--- config.mk ---
export PLATFORM = sky130hd
export DESIGN_NAME = seven_seg_scan_controller
export DESIGN_NICKNAME = d
export VERILOG_FILES = /design/src/rtl/seven_seg_scan_controller.sv
export SDC_FILE = /design/constraint.sdc
export NUM_CORES = 1
export LEC_CHECK = 0
export BUFFER_PORTS_ARGS = -buffer_cell sky130_fd_sc_hd__buf_2
export CAP_MARGIN = 20
export CORE_MARGIN = 4
export CORE_UTILIZATION = 40
export CTS_BUF_LIST = sky130_fd_sc_hd__clkbuf_4
export DETAILED_ROUTE_END_ITERATION = 10
export GPL_ROUTABILITY_DRIVEN = 0
export GPL_TIMING_DRIVEN = 0
export SLEW_MARGIN = 20
export SYNTH_ARGS = -nofsm -noshare
export SYNTH_HDL_FRONTEND = slang
export SYNTH_SLANG_ARGS = --single-unit
--- constraint.sdc ---
create_clock -name CLK -period 2.38 [get_ports CLK]
set_clock_uncertainty 0.15 [all_clocks]
set_input_delay 0.119 -clock CLK [delete_from_list [all_inputs] [get_ports CLK]]
set_output_delay 0.119 -clock CLK [all_outputs]
set_load 0.02 [all_outputs]
--- src/rtl/seven_seg_scan_controller.sv ---
// rtl/seven_seg_scan_controller.sv - four-digit 7-segment scan controller
// Double-buffered digit scan with commit at frame boundaries and optional leading-zero blanking.
module seven_seg_scan_controller #(
  parameter int REFRESH_DIV = 100000,
  parameter int CNT_WIDTH   = 17,
  parameter bit LZ_BLANK    = 1'b0
) (
  input  logic        CLK,
  input  logic        RESET,
  input  logic        ENABLE,
  input  logic        LOAD,
  input  logic [15:0] DIGITS_IN,
  input  logic [3:0]  DOTS_IN,
  output logic [3:0]  BINARY,
  output logic [1:0]  SEGMENT,
  output logic        DOT,
  output logic        BLANK,
  output logic        LOAD_ACK
);

  localparam logic [CNT_WIDTH-1:0] TICK_VAL = CNT_WIDTH'(REFRESH_DIV - 1);

  typedef enum logic {IDLE, SCAN} state_t;

  state_t               state;
  logic [CNT_WIDTH-1:0] cnt;
  logic [1:0]           idx;
  logic [15:0]          act_digits;
  logic [3:0]           act_dots;
  logic [15:0]          pend_digits;
  logic [3:0]           pend_dots;
  logic                 pend_valid;

  logic       tick;
  logic       commit;
  logic       lz_dark;
  logic [3:0] cur_digit;

  // The !LOAD_ACK guard keeps back-to-back IDLE loads from producing adjacent ACK pulses.
  always_comb begin
    tick      = (cnt == TICK_VAL);
    commit    = pend_valid && !LOAD_ACK &&
                ((state == IDLE) || (state == SCAN && ENABLE && tick && idx == 2'd3));
    cur_digit = act_digits[{idx, 2'b00} +: 4];
    lz_dark   = 1'b0;
    case (idx)
      2'd1:    lz_dark = (act_digits[15:4] == 12'h000);
      2'd2:    lz_dark = (act_digits[15:8] == 8'h00);
      2'd3:    lz_dark = (act_digits[15:12] == 4'h0);
      default: lz_dark = 1'b0;
    endcase
  end

  always_ff @(posedge CLK) begin
    if (RESET) begin
      state       <= IDLE;
      cnt         <= '0;
      idx         <= 2'd0;
      act_digits  <= 16'h0000;
      act_dots    <= 4'h0;
      pend_digits <= 16'h0000;
      pend_dots   <= 4'h0;
      pend_valid  <= 1'b0;
      BINARY      <= 4'h0;
      SEGMENT     <= 2'd0;
      DOT         <= 1'b0;
      BLANK       <= 1'b1;
      LOAD_ACK    <= 1'b0;
    end else begin
      LOAD_ACK <= commit;
      if (commit) begin
        act_digits <= pend_digits;
        act_dots   <= pend_dots;
      end

      // A load on a commit edge stays pending; the commit moves the older contents.
      if (LOAD) begin
        pend_digits <= DIGITS_IN;
        pend_dots   <= DOTS_IN;
        pend_valid  <= 1'b1;
      end else if (commit) begin
        pend_valid <= 1'b0;
      end

      SEGMENT <= idx;
      BINARY  <= cur_digit;
      DOT     <= act_dots[idx];
      BLANK   <= (state != SCAN) || (LZ_BLANK && lz_dark);

      case (state)
        IDLE: begin
          cnt <= '0;
          idx <= 2'd0;
          if (ENABLE) state <= SCAN;
        end
        SCAN: begin
          if (!ENABLE) begin
            state <= IDLE;
            cnt   <= '0;
            idx   <= 2'd0;
          end else if (tick) begin
            cnt <= '0;
            idx <= idx + 2'd1;
          end else begin
            cnt <= cnt + 1'b1;
          end
        end
        default: state <= IDLE;
      endcase
    end
  end

endmodule
Word level (Yosys, flattened, before mapping)
Cells that the tools add are included.

storage, ports and cells
  bits in registers = 70
  logic and storage cells = 40

operators by class
  add/sub/neg operators = 2
  order comparisons = 1
  equal/unequal tests = 3
  shifts and indexed selects = 1
  multiplexer cells = 11
  bitwise gates (word level) = 1
  reduce and logical (&&, ||, !) cells = 8

operators with widths
  cell                   number
  $mux 17                2
  $pmux 17 s2            1
  $add 17x1->17 const B  1
  $eq 17x17->1 const B   1
  $shiftx 16x5->4        1
  $logic_and 1x1->1      5
  $mux 1                 4
  $mux 2                 2
  $pmux 2 s2             1
  $lt 2x3->1 const B     1
  $ne 3x2->1 const B     1
  $add 2x1->2 const B    1
  $bmux 1 s2             1
  $eq 2x2->1 const B     1
  $reduce_bool 2->1      1
  $logic_not 1->1        1
  $logic_or 1x1->1       1
  $not 1->1              1

Longest topological paths before layout
  word-level depth = 7
  mapped depth = 7
  depth with buffers taken out = 5

Worst setup path before layout
Ideal clock, no wire load.

  path type = register -> register
  start point = register cnt[0]
  end point = register act_digits[10]
  setup time = 0.062 ns
  arrival = 1.713 ns
  slack = 0.454 ns
  stages on the path, launching flop included = 7
  buffers on the path = 1
  period minus slack after synthesis = 1.926 ns
  cells stage by stage = dfxtp_1 > ha_1 > and4_2 > nand4_4 > clkbuf_2 > or4b_1 > nand3_1

on the way
  longest elaborated chain between the ends = 5

ends and longest elaborated chain
  item                             line  RTL
  start: declaration               26    logic [CNT_WIDTH-1:0] cnt;
  start signal: assignment         105   cnt <= cnt + 1'b1;
  $eq 17x17->1                     41    tick = (cnt == TICK_VAL);
  $logic_and 1x1->1 (2 in series)  43    ((state == IDLE) || (state == SCAN && ENABLE && tick && idx == 2'd3));
  $logic_or 1x1->1                 43
  $logic_and 1x1->1                42    commit = pend_valid && !LOAD_ACK &&
  end signal: assignment           72    act_digits <= pend_digits;
  end: declaration                 28    logic [15:0] act_digits;

Every way passes these cells.
A chain may end at the register's enable or synchronous reset.

Worst setup path after layout
  start point = register cnt[0]
  end point = register act_digits[5]

Same word-level chain as after synthesis.

==> impl_metrics.env <==
export IMPL_rr_endpoint="act_digits[5]"
export IMPL_synthCells=354
export IMPL_cts_made_buffers=9
export IMPL_fin_tns_setup_ps=0
export IMPL_max_cap_violations=0
export IMPL_io_pins=33
export IMPL_p_leak_uw=0.00160
export IMPL_wl_um=8190
export IMPL_rsz0062_at_grt="false"
export IMPL_cts_tree="done"
export IMPL_grt_pass1_vias=2766
export IMPL_antenna_found_initial=0
export IMPL_grt_pass1_wl_um=13600
export IMPL_fin_crit_ps=2220
export IMPL_nets=444
export IMPL_grt_start_max_net_pins=11
export IMPL_wire_per_inst_um=15.6
export IMPL_required_ps=2580
export IMPL_clock_sinks=70
export IMPL_arrival_ps=2420
export IMPL_vias=2807
export IMPL_synth_cell_types=37
export IMPL_timing_hold_violations_final=0
export IMPL_r2r_cells=6
export IMPL_n_antenna_cell=0
export IMPL_hp_class="primary input to register"
export IMPL_critPathLaunchType="register"
export IMPL_synth_area_leader_cell="dfxtp_1"
export IMPL_post_place_cells=487
export IMPL_root_buffer="clkbuf_4"
export IMPL_worstSetupEndpointType="register"
export IMPL_drt_iter0_drc=137
export IMPL_worstMarginPinSlew_ps=768
export IMPL_clkTransAtPathRegs_ps=100
export IMPL_worst_r2r_startpoint="cnt[0]"
export IMPL_ir_worst_vdd_v=0.000317
export IMPL_io_buffers=31
export IMPL_die_height_um=98.6
export IMPL_drc=0
export IMPL_setup_viol=0
export IMPL_outcome="finished, final reports clean"
export IMPL_synth_seq_area_share=0.427
export IMPL_final_cell_mix="dfxtp_1, nor2_1, buf_2"
export IMPL_dp_hpwl_um=5430
export IMPL_yosys_register_bits=70
export IMPL_multiInputGateArea_um2=1750
export IMPL_nFillCells=795
export IMPL_dieArea_um2=9720
export IMPL_h_tree_depth=3
export IMPL_clk_latency_ps=410
export IMPL_area_delta_synth_final_pct=18.8
export IMPL_holdPathEnd="pend_valid"
export IMPL_max_clock_freq_mhz=450
export IMPL_powerDensity_nw_per_um2=558
export IMPL_avgSynthCellArea_um2=9.27
export IMPL_syn_cell_area_um2=3280
export IMPL_num_rows=32
export IMPL_slew_headroom=0.488
export IMPL_fin_util=0.497
export IMPL_stdcell_count=525
export IMPL_track_usage=0.174
export IMPL_power_uw=2170
export IMPL_cp_max_fo=10
export IMPL_cts_setup_buffers=0
export IMPL_min_path_cells=3
export IMPL_min_delay_start="LOAD"
export IMPL_drive_above_1_share=0.154
export IMPL_period_share=0.935
export IMPL_vias_per_cell=5.35
export IMPL_syn_num_nets=380
export IMPL_clk_path_buf_depth=2
export IMPL_r2r_setup_slack_ps=160
export IMPL_yosys_warnings=0
export IMPL_start_util=0.418
export IMPL_postRouteAntennaNets=0
export IMPL_final_common_cell="dfxtp_1"
export IMPL_final_seq_area_um2=1400
export IMPL_fp_dieW_um=98.6
export IMPL_critical_path_class="register to register"
export IMPL_gr_total_overflow=0
export IMPL_synth_top_cell_area_share=0.427
export IMPL_core_um2=7850
export IMPL_synth_area_leaders="dfxtp_1, mux2i_1, nor3b_1, nor2_1, nand3_1"
export IMPL_dr_pass1_iters=5
export IMPL_slew_violations=0
==> cell usage after synthesis <==
library cell / n
o21ai_0: 2
buf_1: 2
and4b_1: 2
or4b_1: 13
nor3b_1: 21
nor4_4: 1
and4_1: 3
nand2_1: 25
a31oi_1: 20
xor2_1: 12
nor2_1: 39
nand4b_1: 1
and2_1: 6
clkbuf_1: 24
nor4_1: 2
mux4_2: 5
nand4_1: 8
or4b_2: 7
a21oi_1: 1
and3_1: 20
nand4_4: 1
inv_1: 2
and4bb_2: 1
nand3_1: 27
ha_1: 2
xnor2_1: 3
buf_2: 1
or3_1: 1
buf_4: 1
and4_2: 1
dfxtp_1: 70
o21a_1: 1
nor2b_1: 4
mux2i_1: 21
nor3_1: 2
buf_6: 1
clkbuf_2: 1
==> kinds of logic (layout without fill, tap and decap cells) <==
family	after synthesis	count (layout)	share of synthesized area
simple gates	185	185	0.341
flops	70	70	0.427
buf+inv	32	101	0.0408
mux	26	26	0.0984
compound gates	24	24	0.0450
xor+xnor	15	15	0.0400
fa+ha+maj	2	2	0.00762
==> layer usage <==
metal | vias to the layer above | routed length, um | track usage
met5 | - | 0 | 0
met4 | 0 | 108 | 0.0672
met3 | 11 | 411 | 0.0460
met2 | 56 | 3780 | 0.272
met1 | 1327 | 3880 | 0.231
li1 | 1413 | - | -
==> how the worst max path moves through the flow <==
| stage | endpoint | startpoint | slack [ps] | cells after the start |
|---|---|---|---|---|
| 2_1_floorplan | act_digits[10] | cnt[0] | 450 | 6 |
| 3_3_place_gp | pend_digits[3] | RESET | 70 | 6 |
| 3_5_place_dp | pend_digits[2] | RESET | 80 | 6 |
| 4_1_cts | cnt[7] | cnt[0] | 130 | 7 |
| 5_1_grt | act_digits[8] | cnt[0] | 30 | 6 |
| 6_report | act_digits[5] | cnt[0] | 160 | 6 |
==> per-stage QoR <==
step,instance area (um^2),hold slack (ps),setup WS [ps]
after floorplan,3280,116,454
after global placement,3560,203,67.1
after detailed placement,3560,210,83.3
after CTS,3890,81.1,133
after global routing,3900,138,25.6
final,3900,82.6,156
==> sequential cells by signal, indices dropped and copies added, names as in the netlist, 2 cells and up <==
name         count
act_dots         4
BINARY           4
act_digits      16
cnt             17
pend_dots        4
SEGMENT          2
idx              2
pend_digits     16
==> critical path, stage by stage, from the launching register on <==
cell	delay (ps)
dfxtp_1	380
ha_1	240
and4_2	330
nand4_4	210
clkbuf_2	250
or4b_1	530
nand3_1	80
==> repair_timing <==
action,in CTS,in global routing
hold buffers,22,0
gates resized for setup,0,1
endpoints found under the hold margin,24,0
endpoints found under the setup margin,0,1
==> area by class of cell <==
type,count,share of cell area
plain buffers,30,0.0324
repair buffers,53,0.0963
well taps,102,0.0327
clock inverters,3,0.00289
inverters,2,0.00193
clock buffers,13,0.0250
flip-flops and latches,70,0.359
multi-input cells,252,0.449
==> where the power goes <==
| group | leakage, uW | switching [uW] | total [uW] | internal (uW) |
|---|---|---|---|---|
| Combinational | 0.000964 | 122 | 244 | 122 |
| Clock | 0.0000645 | 399 | 653 | 253 |
| Sequential | 0.000571 | 45.2 | 1280 | 1230 |
Note: power is estimated with default switching activity, not from simulation.
